==> src/rtl/vga_timing_pkg.sv <==
// vga_timing_pkg
// Mode constants for the VGA raster timing generator and a helper that sums
// the four segments of one axis (active, front porch, sync, back porch).
// No ports; imported by the timing generator top.
package vga_timing_pkg;

   typedef struct packed {
      logic [15:0] active;
      logic [15:0] fp;
      logic [15:0] sync;
      logic [15:0] bp;
   } axis_t;

   // 640x480 @ 60 Hz, 25.175 MHz pixel rate, both syncs active-low
   localparam axis_t VGA640_H   = '{active: 16'd640, fp: 16'd16, sync: 16'd96,  bp: 16'd48};
   localparam axis_t VGA640_V   = '{active: 16'd480, fp: 16'd10, sync: 16'd2,   bp: 16'd33};
   localparam bit    VGA640_POL = 1'b0;

   // 800x600 @ 60 Hz, 40 MHz pixel rate, both syncs active-high
   localparam axis_t VGA800_H   = '{active: 16'd800, fp: 16'd40, sync: 16'd128, bp: 16'd88};
   localparam axis_t VGA800_V   = '{active: 16'd600, fp: 16'd1,  sync: 16'd4,   bp: 16'd23};
   localparam bit    VGA800_POL = 1'b1;

   function automatic int unsigned total(input int unsigned active,
                                         input int unsigned fp,
                                         input int unsigned sync,
                                         input int unsigned bp);
      return active + fp + sync + bp;
   endfunction

endpackage

==> src/rtl/vga_timing_gen_if.sv <==
// vga_timing_if
// Raster bus between the timing generator and the pixel/pattern generators.
//   enable      : run timing (driven by the consumer side)
//   h_sync      : horizontal sync at the configured polarity
//   v_sync      : vertical sync at the configured polarity
//   h_count     : current pixel column
//   v_count     : current line
//   display_en  : coordinates are inside the visible area
//   pix_en      : coordinates changed this cycle
//   line_start  : h_count became 0 this cycle
//   frame_start : h_count and v_count both became 0 this cycle
interface vga_timing_if #(
   parameter int unsigned CNT_W = 10
);
   logic             enable;
   logic             h_sync;
   logic             v_sync;
   logic [CNT_W-1:0] h_count;
   logic [CNT_W-1:0] v_count;
   logic             display_en;
   logic             pix_en;
   logic             line_start;
   logic             frame_start;

   modport master (
      input  enable,
      output h_sync, v_sync, h_count, v_count,
      output display_en, pix_en, line_start, frame_start
   );

   modport slave (
      output enable,
      input  h_sync, v_sync, h_count, v_count,
      input  display_en, pix_en, line_start, frame_start
   );
endinterface

==> src/rtl/pix_clk_div.sv <==
// pix_clk_div
// Pixel clock-enable divider: asserts tick once every PIX_DIV clk_in cycles
// while enable is high. Dropping enable restarts the count so the first tick
// after re-enable comes a full PIX_DIV cycles later.
//   clk_in : system clock
//   reset  : asynchronous active-low reset
//   enable : run the divider
//   tick   : combinational pixel-advance strobe
module pix_clk_div #(
   parameter int unsigned PIX_DIV = 1
) (
   input  logic clk_in,
   input  logic reset,
   input  logic enable,
   output logic tick
);

   localparam int unsigned DIV_W = (PIX_DIV > 1) ? $clog2(PIX_DIV) : 1;
   localparam logic [DIV_W-1:0] RELOAD = DIV_W'(PIX_DIV - 1);

   if (PIX_DIV < 1) begin : g_bad_div
      $fatal(1, "pix_clk_div: PIX_DIV must be at least 1");
   end

   // Down-counter of cycles remaining until the next tick; tick on zero.
   logic [DIV_W-1:0] rem_q;
   logic [DIV_W-1:0] rem_d;

   always_comb begin
      tick  = enable && (rem_q == '0);
      rem_d = rem_q;
      if (!enable || tick) begin
         rem_d = RELOAD;
      end else begin
         rem_d = rem_q - DIV_W'(1);
      end
   end

   always_ff @(posedge clk_in or negedge reset) begin
      if (!reset) begin
         rem_q <= RELOAD;
      end else begin
         rem_q <= rem_d;
      end
   end

endmodule

==> src/rtl/vga_timing_gen.sv <==
// vga_timing_gen
// Parametrised VGA raster timing generator. Pixel rate comes from a
// clock-enable divider on clk_in. All outputs are registered and decoded
// from the next-state counts, so syncs, display_en and strobes line up with
// h_count/v_count in the same cycle.
//   clk_in : system clock
//   reset  : asynchronous active-low reset
//   bus    : raster bus (enable in; syncs, counts, enables, strobes out)
module vga_timing_gen
   import vga_timing_pkg::*;
#(
   parameter int unsigned H_ACTIVE = 640,
   parameter int unsigned H_FP     = 16,
   parameter int unsigned H_SYNC   = 96,
   parameter int unsigned H_BP     = 48,
   parameter int unsigned V_ACTIVE = 480,
   parameter int unsigned V_FP     = 10,
   parameter int unsigned V_SYNC   = 2,
   parameter int unsigned V_BP     = 33,
   parameter bit          H_POL    = 1'b0,
   parameter bit          V_POL    = 1'b0,
   parameter int unsigned PIX_DIV  = 1,
   parameter int unsigned CNT_W    = 10
) (
   input  logic          clk_in,
   input  logic          reset,
   vga_timing_if.master  bus
);

   localparam int unsigned H_TOTAL   = total(H_ACTIVE, H_FP, H_SYNC, H_BP);
   localparam int unsigned V_TOTAL   = total(V_ACTIVE, V_FP, V_SYNC, V_BP);
   localparam int unsigned H_SYNC_LO = H_ACTIVE + H_FP;
   localparam int unsigned H_SYNC_HI = H_SYNC_LO + H_SYNC;  // exclusive
   localparam int unsigned V_SYNC_LO = V_ACTIVE + V_FP;
   localparam int unsigned V_SYNC_HI = V_SYNC_LO + V_SYNC;  // exclusive
   localparam logic [CNT_W-1:0] H_LAST = CNT_W'(H_TOTAL - 1);
   localparam logic [CNT_W-1:0] V_LAST = CNT_W'(V_TOTAL - 1);

   if ((((H_TOTAL - 1) >> CNT_W) != 0) || (((V_TOTAL - 1) >> CNT_W) != 0)) begin : g_bad_cnt_w
      $fatal(1, "vga_timing_gen: CNT_W too small for H_TOTAL/V_TOTAL");
   end

   logic tick;

   pix_clk_div #(
      .PIX_DIV (PIX_DIV)
   ) u_pix_clk_div (
      .clk_in (clk_in),
      .reset  (reset),
      .enable (bus.enable),
      .tick   (tick)
   );

   logic [CNT_W-1:0] h_count_q, h_count_d;
   logic [CNT_W-1:0] v_count_q, v_count_d;
   logic             h_sync_q, h_sync_d;
   logic             v_sync_q, v_sync_d;
   logic             display_en_q, display_en_d;
   logic             pix_en_q, pix_en_d;
   logic             line_start_q, line_start_d;
   logic             frame_start_q, frame_start_d;
   logic [31:0]      h_ext;
   logic [31:0]      v_ext;

   always_comb begin
      h_count_d = h_count_q;
      v_count_d = v_count_q;
      if (tick) begin
         if (h_count_q == H_LAST) begin
            h_count_d = '0;
            v_count_d = (v_count_q == V_LAST) ? '0 : v_count_q + CNT_W'(1);
         end else begin
            h_count_d = h_count_q + CNT_W'(1);
         end
      end

      // Decode against the next counts so every output moves with them.
      // Widen first: sync window ends may sit one past the counter range.
      h_ext = 32'(h_count_d);
      v_ext = 32'(v_count_d);

      h_sync_d      = ((h_ext >= H_SYNC_LO) && (h_ext < H_SYNC_HI)) ? H_POL : ~H_POL;
      v_sync_d      = ((v_ext >= V_SYNC_LO) && (v_ext < V_SYNC_HI)) ? V_POL : ~V_POL;
      display_en_d  = (h_ext < H_ACTIVE) && (v_ext < V_ACTIVE);
      pix_en_d      = tick;
      line_start_d  = tick && (h_count_d == '0);
      frame_start_d = line_start_d && (v_count_d == '0);
   end

   always_ff @(posedge clk_in or negedge reset) begin
      if (!reset) begin
         h_count_q     <= H_LAST;
         v_count_q     <= V_LAST;
         h_sync_q      <= ~H_POL;
         v_sync_q      <= ~V_POL;
         display_en_q  <= 1'b0;
         pix_en_q      <= 1'b0;
         line_start_q  <= 1'b0;
         frame_start_q <= 1'b0;
      end else begin
         h_count_q     <= h_count_d;
         v_count_q     <= v_count_d;
         h_sync_q      <= h_sync_d;
         v_sync_q      <= v_sync_d;
         display_en_q  <= display_en_d;
         pix_en_q      <= pix_en_d;
         line_start_q  <= line_start_d;
         frame_start_q <= frame_start_d;
      end
   end

   assign bus.h_count     = h_count_q;
   assign bus.v_count     = v_count_q;
   assign bus.h_sync      = h_sync_q;
   assign bus.v_sync      = v_sync_q;
   assign bus.display_en  = display_en_q;
   assign bus.pix_en      = pix_en_q;
   assign bus.line_start  = line_start_q;
   assign bus.frame_start = frame_start_q;

endmodule

==> src/flat_wrapper.sv <==
// flat-port wrapper written by rule: the top's interface ports become plain ports
module vga_timing_gen_flat import vga_timing_pkg::*;
#(
   parameter int unsigned H_ACTIVE = 640,
   parameter int unsigned H_FP     = 16,
   parameter int unsigned H_SYNC   = 96,
   parameter int unsigned H_BP     = 48,
   parameter int unsigned V_ACTIVE = 480,
   parameter int unsigned V_FP     = 10,
   parameter int unsigned V_SYNC   = 2,
   parameter int unsigned V_BP     = 33,
   parameter bit          H_POL    = 1'b0,
   parameter bit          V_POL    = 1'b0,
   parameter int unsigned PIX_DIV  = 1,
   parameter int unsigned CNT_W    = 10
)
  (clk_in, reset, bus_enable, bus_h_sync, bus_v_sync, bus_h_count, bus_v_count, bus_display_en, bus_pix_en, bus_line_start, bus_frame_start);
  vga_timing_if #(.CNT_W(CNT_W)) bus_i ();
  input  logic clk_in;
  input  logic reset;
  input wire logic [$bits(bus_i.enable)-1:0] bus_enable;
  output wire logic [$bits(bus_i.h_sync)-1:0] bus_h_sync;
  output wire logic [$bits(bus_i.v_sync)-1:0] bus_v_sync;
  output wire logic [$bits(bus_i.h_count)-1:0] bus_h_count;
  output wire logic [$bits(bus_i.v_count)-1:0] bus_v_count;
  output wire logic [$bits(bus_i.display_en)-1:0] bus_display_en;
  output wire logic [$bits(bus_i.pix_en)-1:0] bus_pix_en;
  output wire logic [$bits(bus_i.line_start)-1:0] bus_line_start;
  output wire logic [$bits(bus_i.frame_start)-1:0] bus_frame_start;
  assign bus_i.enable = bus_enable;
  assign bus_h_sync = bus_i.h_sync;
  assign bus_v_sync = bus_i.v_sync;
  assign bus_h_count = bus_i.h_count;
  assign bus_v_count = bus_i.v_count;
  assign bus_display_en = bus_i.display_en;
  assign bus_pix_en = bus_i.pix_en;
  assign bus_line_start = bus_i.line_start;
  assign bus_frame_start = bus_i.frame_start;
  vga_timing_gen #(.H_ACTIVE(H_ACTIVE), .H_FP(H_FP), .H_SYNC(H_SYNC), .H_BP(H_BP), .V_ACTIVE(V_ACTIVE), .V_FP(V_FP), .V_SYNC(V_SYNC), .V_BP(V_BP), .H_POL(H_POL), .V_POL(V_POL), .PIX_DIV(PIX_DIV), .CNT_W(CNT_W)) u_core (.clk_in(clk_in), .reset(reset), .bus(bus_i));
endmodule
==> config.mk <==
export PLATFORM = sky130hd
export DESIGN_NAME = vga_timing_gen_flat
export DESIGN_NICKNAME = d
export VERILOG_FILES = /design/src/rtl/vga_timing_pkg.sv /design/src/rtl/vga_timing_gen_if.sv /design/src/rtl/pix_clk_div.sv /design/src/rtl/vga_timing_gen.sv /design/src/flat_wrapper.sv
export SDC_FILE = /design/constraint.sdc
export NUM_CORES = 1
export LEC_CHECK = 0
export ABC_AREA = 1
export CAP_MARGIN = 20
export CORE_MARGIN = 3
export CORE_UTILIZATION = 57
export CTS_CLUSTER_DIAMETER = 150
export DETAILED_ROUTE_END_ITERATION = 12
export MAX_ROUTING_LAYER = met4
export PLACE_DENSITY_LB_ADDON = 0.15
export SETUP_SLACK_MARGIN = 0.4
export SLEW_MARGIN = 15
export SYNTH_ARGS = -nofsm -noshare
export SYNTH_HDL_FRONTEND = slang
export SYNTH_SLANG_ARGS = --single-unit
==> constraint.sdc <==
create_clock -name clk_in -period 3.3 [get_ports clk_in]
set_clock_uncertainty 0.05 [all_clocks]
set_input_delay 0.495 -clock clk_in [delete_from_list [all_inputs] [get_ports clk_in]]
set_output_delay 0.495 -clock clk_in [all_outputs]
set_load 0.05 [all_outputs]
==> results of run 1 <==
logic make-up after synthesis:
kind of cell	count (synthesis)	synth area share
DFF	27	0.395
AOI/OAI and AO/OA	11	0.0387
and+or+nand+nor	144	0.404
adders and majority gates	3	0.0215
buffers and inverters	55	0.124
xor gates and xnor gates	3	0.0150
other	1	0.00215
power groups by stage:
stage / Combinational (uW) / Clock (uW) / Sequential (uW)
6_report: 674 / 145 / 523
5_1_grt: 739 / 160 / 538
4_1_cts: 675 / 148 / 520
3_5_place_dp: 671 / 0 / 526
3_3_place_gp: 667 / 0 / 524
2_1_floorplan: 273 / 0 / 719
state kept, by name, indices dropped and copies added, names as in the netlist:
signal                      flops
u_core.bus.display_en           1
u_core.bus.frame_start          1
u_core.bus.h_count             10
u_core.bus.h_sync               1
u_core.bus.pix_en               1
u_core.bus.v_sync               1
u_core.bus.line_start           1
u_core.u_pix_clk_div.rem_q      1
u_core.bus.v_count             10
area by class of cell:
cell class | count | area (um^2)
Multi-Input combinational cell | 162 | 841
Fill cell | 220 | 728
Inverter | 54 | 209
Timing Repair Buffer | 30 | 295
Sequential cell | 27 | 691
Tap cell | 31 | 38.8
Clock buffer | 4 | 26.3
metal layers:
metal  wire [um]  global-route usage  vias to the layer above
li1            -                   -                      826
met1        1980               0.363                      733
met2        1720               0.347                       57
met3         239              0.0231                        2
met4          15              0.0576                        0
met5           0                   -                        -
worst max-delay path by stage:
stage                          startpoint  slack [ns]                      to  depth (start not counted)
floorplan           u_core.bus.v_count[0]        1.28       u_core.bus.v_sync                         11
global placement               bus_enable        0.92  u_core.bus.frame_start                         10
detailed placement             bus_enable        0.91  u_core.bus.frame_start                         10
CTS                 u_core.bus.h_count[0]        0.97          bus_h_count[0]                          1
global route        u_core.bus.h_count[2]        0.92          bus_h_count[2]                          1
finish              u_core.bus.h_count[0]        0.97          bus_h_count[0]                          1
synthesized netlist by cell type:
| library cell | count |
|---|---|
| nand3_1 | 30 |
| o21ai_1 | 2 |
| inv_2 | 5 |
| nor2_4 | 3 |
| clkinv_4 | 1 |
| nand2_2 | 2 |
| o21ai_0 | 5 |
| nand3b_1 | 3 |
| clkinv_2 | 1 |
| nor2_2 | 3 |
| o21ai_2 | 2 |
| inv_1 | 47 |
| nor3_1 | 4 |
| nand3_4 | 1 |
| dfstp_2 | 12 |
| nor2_1 | 24 |
| xor2_1 | 3 |
| buf_4 | 1 |
| o21bai_1 | 2 |
| conb_1 | 1 |
| nor3_2 | 1 |
| ha_1 | 3 |
| dfrtp_1 | 15 |
| nand3_2 | 3 |
| nand4_1 | 9 |
| nand2_4 | 2 |
| nand2_1 | 59 |
layout by cell type (no fill, tap or decap), drive strengths merged, types with 3 or more instances in the layout:
master,instances
dfstp,12
nand3,34
nand4,9
clkdlybuf4s50,28
xor2,3
nand2,63
nand3b,3
clkbuf,4
nor3,5
ha,3
nor2,30
o21ai,9
dfrtp,15
inv,52
metrics by stage:
step	worst slack [ns]	util	std cells	hold slack, ns
2_1_floorplan	1.28	-	244	0.149
3_3_place_gp	0.921	0.733	304	0.508
3_5_place_dp	0.914	0.733	304	0.498
4_1_cts	0.969	0.743	308	0.516
5_1_grt	0.922	0.743	308	0.583
6_report	0.974	0.743	308	0.526
worst min-delay path, cell delays in order (launching register included):
cell	delay, ns
dfstp_2	0.43
nand2_1	0.08
nand2_1	0.07
==> impl_metrics.py, run 1 <==
metrics = {
    "power": {
        "peakVddDrop_mv": 0.753,
        "p_total_uw": 1340,
        "p_leak_uw": 0.00109,
        "comb_power_share": 0.502,
        "clkPwrFrac": 0.108,
        "seqPwrFrac": 0.390,
        "p_per_area_mw_per_mm2": 639,
        "p_int_uw": 674,
        "p_sw_frac": 0.498,
        "switching_power_uw": 668,
    },
    "timing": {
        "drv_slew": 0,
        "fin_setup_tns_ns": 0,
        "rsz0062_at_grt": "false",
        "finalCriticalPeriod_ns": 2.33,
        "max_freq_mhz": 430,
        "worst_pin_slew_ns": 0.955,
        "setup_viol": 0,
        "period_share": 0.705,
        "relSlewSlack": 0.361,
        "hold_viol": 0,
    },
    "critical_path": {
        "end_kind": "primary output",
        "path_class": "register to primary output",
        "start_kind": "register",
        "rrSetupSlack_ns": 1.23,
        "required_ns": 2.75,
        "ff2ff_path_depth": 9,
        "crit_family": "buffers and inverters",
        "crit_chain": "clkdlybuf4s50_1",
        "slowest_delay_ns": 0.82,
        "rr_endpoint": "u_core.bus.v_sync",
        "crit_path_top_delay_cell": "clkdlybuf4s50_1",
        "arrival_ns": 1.78,
        "r2r_start": "u_core.bus.h_count[0]",
        "critPathBufInv": 1,
        "crit_fanout": 6,
    },
    "routing": {
        "initialDrtViolationCount": 84,
        "drc_errors": 0,
        "first_pass_iters": 5,
        "wirelength_um": 3960,
        "wl_per_cell_um": 12.8,
        "final_antenna_net_count": 0,
        "drt-vias-per-instance": 5.25,
        "dr_total_vias": 1618,
    },
    "die": {
        "num_io_pins": 29,
        "die-area_mm2": 0.00377,
        "dieWidth_um": 61.4,
        "initial_core_util": 0.618,
        "die_h_um": 61.4,
        "rows": 19,
        "fp.coreArea_mm2": 0.00283,
    },
    "synth": {
        "synth_area_leaders": "dfrtp_1 (21%), dfstp_2 (18%), nand2_1 (13%), inv_1 (10%), nand3_1 (8.6%)",
        "synth_nets": 250,
        "syn_avg_cell_area_um2": 7.16,
        "yosysTopAreaCell": "dfrtp_1",
        "syn_area_mm2": 0.00175,
        "yosysWarnings": 0,
        "synth_top_area_frac": 0.215,
        "ys_ff_latch": 27,
        "yosysUniqueCellTypes": 27,
        "synth_seq_area_share": 0.395,
        "syn_inst": 244,
    },
    "clock_tree": {
        "clock-sinks": 27,
        "cts_resized": 0,
        "clkTransAtPathRegs_ns": 0.14,
        "cts_tree": "done",
        "htreeDepth": 1,
        "numCtsBuffers": 3,
        "clk_path_buf_depth": 2,
        "clk_latency_ns": 0.32,
        "postCtsHoldBufs": 0,
        "cts_root_buffer": "clkbuf_4",
        "cts_setup_buffers": 0,
    },
    "finish": {
        "drive_gt1_frac": 0.148,
        "finalNetCount": 284,
        "n_antenna_cell": 0,
        "area_delta_synth_final_pct": 20.2,
        "fin_area_mm2": 0.00210,
    },
    "global_route": {
        "overflow": 0,
        "antenna_found_initial": 0,
        "grtUsageTotal": 0.241,
        "grt_max_degree": 23,
        "grt_pass1_wl_um": 6630,
        "grt_pass1_vias": 1511,
    },
    "placed_design": {
        "detailed_place_hpwl_um": 3060,
        "gp_congestion": 0.903,
        "io_buffers": 28,
        "placed_area_mm2": 0.00207,
    },
    "worst_hold_path": {
        "hold_path_depth": 2,
        "hp-start": "u_core.bus.h_count[8]",
        "holdCritPathClass": "register to register",
        "hold_end": "u_core.bus.h_count[8]",
    },
    "job": {
        "cap_violations": 0,
    },
    "run_status": {
        "status": "finished, final reports clean",
    },
}
Power figures use the tool's default switching activity.
==> run 2: changes to the inputs <==
--- a/config.mk
+++ b/config.mk
@@ -8,7 +8,7 @@
 export ABC_AREA = 1
 export CAP_MARGIN = 20
 export CORE_MARGIN = 3
-export CORE_UTILIZATION = 57
+export CORE_UTILIZATION = 53
 export CTS_CLUSTER_DIAMETER = 150
 export DETAILED_ROUTE_END_ITERATION = 12
 export MAX_ROUTING_LAYER = met4
==> constraint.sdc (replaced) <==
create_clock -name clk_in -period 2.2 [get_ports clk_in]
set_clock_uncertainty 0.05 [all_clocks]
set_input_delay 0.33 -clock clk_in [delete_from_list [all_inputs] [get_ports clk_in]]
set_output_delay 0.33 -clock clk_in [all_outputs]
set_load 0.05 [all_outputs]
==> run 2 against run 1 <==
Net effect:
- flip-flop and latch count unchanged
- worst setup slack lost 0.72 ns
- routed wire length rose by 0.35%
- first-iteration DRC count is 11% higher
- clock power up 43%
- power increased by 54%
- via count rose by 3.3%
- sequential share of layout area down 1.0 points
- critical path depth rose by 8
- hold slack worse by 0.20 ns
- critical path type is now register to register
- largest cell class unchanged
- largest power group unchanged
==> impl_metrics.py, run 2 (synthesis results as in run 1) <==
metrics = {
    "finish": {
        "seq_area_um2": 708,
        "final_cell_mix": "nand2_1 (57), inv_1 (46), nand3_1 (29)",
        "fin_area_mm2": 0.00222,
        "n_antenna_cell": 0,
        "drive_gt1_frac": 0.266,
        "multiInputGateArea_um2": 905,
        "area_delta_synth_final_pct": 27.2,
        "fillers": 269,
        "finalNetCount": 293,
        "layout_commonest_cell": "nand2_1",
    },
    "power": {
        "p_leak_uw": 0.00117,
        "peakVddDrop_mv": 0.984,
        "p_per_area_mw_per_mm2": 933,
    },
    "clock_tree": {
        "cts_root_buffer": "clkbuf_4",
        "numCtsBuffers": 3,
        "postCtsHoldBufs": 0,
        "clkTransAtPathRegs_ns": 0.14,
        "clock-sinks": 27,
        "clk_path_buf_depth": 2,
        "clk_latency_ns": 0.32,
        "htreeDepth": 1,
        "cts_tree": "done",
    },
    "timing": {
        "rsz0062_at_grt": "true",
        "setup_viol": 0,
        "finalCriticalPeriod_ns": 1.95,
        "period_share": 0.885,
        "max_freq_mhz": 514,
        "drv_slew": 0,
        "hold_viol": 0,
        "fin_setup_tns_ns": 0,
    },
    "placed_design": {
        "gp_congestion": 0.882,
        "placed_area_mm2": 0.00214,
        "io_buffers": 28,
        "detailed_place_hpwl_um": 2970,
    },
    "die": {
        "die-area_mm2": 0.00402,
        "dieWidth_um": 63.4,
        "num_io_pins": 29,
        "initial_core_util": 0.563,
        "fp.coreArea_mm2": 0.00310,
        "die_h_um": 63.4,
        "rows": 20,
    },
    "global_route": {
        "overflow": 0,
        "grt_pass1_wl_um": 6670,
        "grtUsageTotal": 0.214,
        "antenna_found_initial": 0,
        "grt_pass1_vias": 1492,
        "grt_max_degree": 28,
    },
    "routing": {
        "wl_per_cell_um": 12.0,
        "drc_errors": 0,
        "dr_total_vias": 1672,
        "first_pass_iters": 6,
        "wirelength_um": 3970,
        "final_antenna_net_count": 0,
        "drt-vias-per-instance": 5.07,
        "initialDrtViolationCount": 93,
    },
    "critical_path": {
        "ff2ff_path_depth": 9,
        "rrSetupSlack_ns": 0.25,
        "rr_endpoint": "u_core.bus.v_sync",
        "arrival_ns": 2.15,
        "end_kind": "register",
        "required_ns": 2.40,
        "path_class": "register to register",
        "r2r_start": "u_core.bus.h_count[0]",
        "crit_fanout": 6,
        "start_kind": "register",
    },
    "run_status": {
        "status": "finished, final reports clean",
    },
    "job": {
        "cap_violations": 0,
    },
    "worst_hold_path": {
        "holdCritPathClass": "input port to asynchronous set/reset pin",
    },
}
## run 2: repair_timing
item	4_1_cts	5_1_grt
hold endpoints to repair	0	0
gates cloned	2	0
pin swaps	9	10
endpoints found under the setup margin	29	12
setup buffers	5	2
gates resized for setup	45	9
## run 2: worst max path at each step
stage / slack (ns) / startpoint / depth (start not counted) / endpoint
2_1_floorplan: 0.36 / u_core.bus.h_count[0] / 11 / u_core.bus.v_sync
6_report: 0.25 / u_core.bus.h_count[0] / 9 / u_core.bus.v_sync
4_1_cts: 0.26 / u_core.bus.h_count[0] / 9 / u_core.bus.v_sync
5_1_grt: 0.16 / u_core.bus.h_count[0] / 11 / u_core.bus.v_sync
3_5_place_dp: 0.12 / bus_enable / 10 / u_core.bus.frame_start
3_3_place_gp: 0.17 / bus_enable / 9 / u_core.bus.v_sync
## run 2: through the flow
step | worst slack [ns] | hold slack (ns) | total power [uW] | instances | util
after CTS | 0.264 | 0.337 | 2080 | 328 | 0.715
final | 0.253 | 0.322 | 2070 | 330 | 0.717
after detailed placement | 0.124 | 0.496 | 1870 | 317 | 0.689
after global placement | 0.173 | 0.509 | 1850 | 317 | 0.689
after global routing | 0.156 | 0.332 | 2210 | 330 | 0.717
after floorplan | 0.356 | -0.0156 | 1550 | 244 | -
## run 2: power by group
part / total [uW] / internal [uW] / switching, uW / leakage [uW]
Combinational: 1070 / 303 / 765 / 0.000848
Clock: 208 / 71.0 / 137 / 0.0000150
Sequential: 798 / 658 / 139 / 0.000307
## run 2: routing by layer
layer / share of wire / up-vias / wire, um / track usage
met5: 0 / - / 0 / -
met4: 0.0060 / 0 / 24 / 0.0431
met3: 0.074 / 2 / 293 / 0.0499
met2: 0.44 / 65 / 1740 / 0.323
met1: 0.48 / 761 / 1910 / 0.295
li1: - / 844 / - / -
## run 2: final cells by class
type | count | share of cell area
clock buffer | 4 | 0.0118
tap | 44 | 0.0248
sequential | 27 | 0.319
timing repair inverter | 1 | 0.00225
multi-input combinational | 163 | 0.407
timing repair buffer | 37 | 0.142
inverter | 54 | 0.0940
## run 2: worst max-delay path: stages, from the launching register on
cell and delay (ns):
dfstp_4 0.67, ha_4 0.17, nand2_4 0.05, nor2_4 0.11
nand3_4 0.13, o21bai_1 0.20, nand2_2 0.10, nor2_2 0.13
nand3_2 0.10, nand3b_1 0.18
==> run 3: changes to the inputs <==
==> constraint.sdc (replaced) <==
create_clock -name clk_in -period 1.8 [get_ports clk_in]
set_clock_uncertainty 0.05 [all_clocks]
set_input_delay 0.27 -clock clk_in [delete_from_list [all_inputs] [get_ports clk_in]]
set_output_delay 0.27 -clock clk_in [all_outputs]
set_load 0.05 [all_outputs]
==> run 3 against run 2 <==
Net effect:
- the run now fails in 5_1_grt
- synthesized cell count unchanged
- area after synthesis unchanged
==> impl_metrics.py, run 3 <==
metrics = {
    "timing": {
        "worst_endpoint": "u_core.bus.frame_start$_DFF_PN0_/D",
        "worst_path_end_type": "sequential cell input",
    },
    "synth": {
        "async_flop_share": 1.00,
        "yosysWarnings": 0,
        "synth_commonest_cells": "nand2_1 (59), inv_1 (47), nand3_1 (30), nor2_1 (24), dfrtp_1 (15)",
        "synthFlopType": "dfrtp_1",
        "yosysTopAreaCell": "dfrtp_1",
        "syn_avg_cell_area_um2": 7.16,
        "yosysUniqueCellTypes": 27,
        "synth_most_common_cell": "nand2_1",
        "synth_area_leaders": "dfrtp_1 (21%), dfstp_2 (18%), nand2_1 (13%), inv_1 (10%), nand3_1 (8.6%)",
        "synth_edf_count": 0,
        "synth_seq_area_share": 0.395,
        "synth_nets": 250,
        "syn_inst": 244,
        "syn_area_mm2": 0.00175,
        "synth_top_area_frac": 0.215,
        "ys_ff_latch": 27,
    },
    "global_route": {
        "grt_max_degree": 28,
        "antenna_found_initial": 0,
    },
    "run_status": {
        "first-error": "[ERROR DPL-0033] detailed placement checks failed during check placement.",
        "status": "stopped before the end",
        "haltStage": "5_1_grt",
    },
    "clock_tree": {
        "clk_path_buf_depth": 2,
        "cts_root_buffer": "clkbuf_4",
        "numCtsBuffers": 3,
        "htreeDepth": 1,
        "clock-sinks": 27,
    },
    "placed_design": {
        "io_buffers": 28,
        "gp_congestion": 0.954,
        "detailed_place_hpwl_um": 3710,
        "dp_cells": 353,
        "dp_slack_ns": -0.182,
    },
    "die": {
        "num_io_pins": 29,
        "dieWidth_um": 63.4,
        "rows": 20,
        "die_h_um": 63.4,
        "initial_core_util": 0.563,
    },
}
## run 3: cell counts after synthesis
No cell type changed its count.
## run 3: what timing repair did
item | 4_1_cts
buffers inserted | 7
cloned | 1
pin swaps | 8
hold endpoints to repair | 0
hold buffers | 0
gates resized for setup | 67
setup endpoints to repair | 42
## run 3: cell families after synthesis
group	count (synthesis)	synth area share
adder cells (fa/ha/maj)	3	0.0215
flip-flops	27	0.395
XOR/XNOR	3	0.0150
buffers and inverters	55	0.124
AO/OA/AOI/OAI	11	0.0387
other	1	0.00215
AND/OR/NAND/NOR	144	0.404
## run 3: metrics by stage
| step | cell area [um^2] | TNS [ns] |
|---|---|---|
| detailed placement | 2460 | -0.590 |
| CTS | 2750 | -0.300 |
| floorplan | 1810 | -0.0982 |
| global placement | 2460 | -0.251 |
==> run 4: changes to the inputs <==
--- a/config.mk
+++ b/config.mk
@@ -8,12 +8,9 @@
 export ABC_AREA = 1
 export CAP_MARGIN = 20
 export CORE_MARGIN = 3
-export CORE_UTILIZATION = 53
-export CTS_CLUSTER_DIAMETER = 150
+export CORE_UTILIZATION = 40
 export DETAILED_ROUTE_END_ITERATION = 12
-export MAX_ROUTING_LAYER = met4
 export PLACE_DENSITY_LB_ADDON = 0.15
-export SETUP_SLACK_MARGIN = 0.4
 export SLEW_MARGIN = 15
 export SYNTH_ARGS = -nofsm -noshare
 export SYNTH_HDL_FRONTEND = slang
==> run 4 against run 3 <==
Net effect:
- the flow now finishes, with violations (setup timing)
==> impl_metrics.py, run 4 (synthesis results as in run 1) <==
metrics = {
    "run_status": {
        "status": "finished, violations left",
        "violations": "setup timing",
    },
    "die": {
        "num_io_pins": 29,
        "initial_core_util": 0.425,
        "fp.coreArea_mm2": 0.00412,
        "die_h_um": 72.1,
        "die-area_mm2": 0.00520,
        "rows": 23,
        "dieWidth_um": 72.1,
    },
    "global_route": {
        "grtUsageTotal": 0.195,
        "grt_pass1_vias": 1748,
        "grt_max_degree": 28,
        "grt_pass1_wl_um": 7970,
        "antenna_found_initial": 0,
        "overflow": 0,
    },
    "critical_path": {
        "path_class": "register to register",
        "required_ns": 1.96,
        "end_kind": "register",
        "arrival_ns": 2.07,
        "start_kind": "register",
        "crit_fanout": 7,
    },
    "finish": {
        "finalCoreUtilization": 0.651,
        "finalNetCount": 333,
        "n_antenna_cell": 0,
        "fillers": 368,
        "drive_gt1_frac": 0.417,
        "layout_commonest_cell": "buf_4",
        "area_delta_synth_final_pct": 53.3,
        "final_cell_mix": "buf_4 (63), nand2_1 (57), inv_1 (45)",
        "final_cells": 376,
        "fin_area_mm2": 0.00268,
    },
    "routing": {
        "drc_errors": 0,
        "wirelength_um": 4880,
        "final_antenna_net_count": 0,
        "drt-vias-per-instance": 4.79,
        "initialDrtViolationCount": 142,
        "dr_total_vias": 1800,
        "first_pass_iters": 4,
        "wl_per_cell_um": 13.0,
    },
    "power": {
        "p_per_area_mw_per_mm2": 1210,
        "seqPwrFrac": 0.287,
        "p_leak_uw": 0.00142,
        "clkPwrFrac": 0.110,
        "switching_power_uw": 1440,
        "p_sw_frac": 0.444,
        "p_int_uw": 1810,
        "comb_power_share": 0.602,
        "peakVddDrop_mv": 0.962,
    },
    "placed_design": {
        "placed_area_mm2": 0.00249,
        "detailed_place_hpwl_um": 3680,
        "gp_congestion": 0.962,
        "io_buffers": 28,
        "dp_slack_ns": -0.142,
        "dp_cells": 364,
    },
    "timing": {
        "max_freq_mhz": 522,
        "drv_slew": 0,
        "final.setup.worst_slack_ns": -0.116,
        "hold_viol": 0,
        "period_share": 1.06,
        "rsz0062_at_grt": "true",
        "holdWs_ns": 0.309,
        "finalCriticalPeriod_ns": 1.92,
        "setup_viol": 7,
    },
    "clock_tree": {
        "clock-sinks": 27,
        "htreeDepth": 1,
        "postCtsHoldBufs": 0,
        "clkTransAtPathRegs_ns": 0.10,
        "numCtsBuffers": 3,
        "cts_tree": "done",
        "clk_path_buf_depth": 2,
        "clk_latency_ns": 0.28,
        "cts_root_buffer": "clkbuf_8",
    },
    "job": {
        "cap_violations": 0,
    },
    "worst_hold_path": {
        "holdCritPathClass": "input port to asynchronous set/reset pin",
    },
}
==> run 4: metrics by stage <==
| stage | power, uW | TNS [ns] |
|---|---|---|
| 2_1_floorplan | 1900 | -0.0917 |
| 3_3_place_gp | 2770 | -0.296 |
| 3_5_place_dp | 2780 | -0.462 |
| 4_1_cts | 3160 | -0.358 |
| 5_1_grt | 3440 | -1.50 |
| 6_report | 3250 | -0.473 |
==> run 4: power by group through the flow <==
stage                     combinational, uW  sequential [uW]  clock, uW
after floorplan                         535             1360          0
after global placement                 1820              942          0
after global routing                   2100              948        396
final                                  1960              933        359
after detailed placement               1840              943          0
after CTS                              1870              934        362
==> run 4: layer usage <==
metal | routed length (um) | track usage | up-vias
met2 | 2270 | 0.301 | 56
met1 | 2250 | 0.287 | 815
met4 | 48 | 0.0501 | 0
met5 | 0 | 0 | -
met3 | 310 | 0.0235 | 5
li1 | - | - | 924
==> run 4: timing repair <==
item	CTS	global route
setup buffers	3	5
endpoints found under the setup margin	4	10
resized for setup	8	15
pin swaps	6	13
cloned	1	0
endpoints found under the hold margin	0	0
==> run 4: worst max-delay path, stage by stage, from the launching register on <==
cell and delay [ns]:
dfstp_4 0.66, ha_4 0.16, nand2_4 0.05, nor2_4 0.11, nand3_4 0.14, o21bai_1 0.20, nand2_2 0.09, nor2_2 0.10
nand3_2 0.10, nand3b_1 0.17
==> run 4: path summary, 6_finish.rpt <==
kind,from,endpoint,slack (ns),cells past startpoint
worst max-delay path,u_core.bus.h_count[1],u_core.bus.v_sync,-0.12,9
worst min-delay path,reset,u_core.bus.h_count[7],0.31,2
worst max register to register,u_core.bus.h_count[1],u_core.bus.v_sync,-0.12,9
worst min register to register,u_core.bus.v_count[9],u_core.bus.v_count[9],0.60,4
max in group asynchronous,reset,u_core.bus.v_count[2],1.08,2
min in group clk_in,u_core.bus.v_count[9],u_core.bus.v_count[9],0.60,4
==> run 4: layout make-up <==
cell class,instances,area (um^2),share of cell area
inverters,54,209,0.0780
multi-input cells,162,941,0.351
flip-flops and latches,27,708,0.264
repair inverters,1,5.00,0.00187
clock buffers,4,45.0,0.0168
repair buffers,78,708,0.264
well taps,50,62.6,0.0234
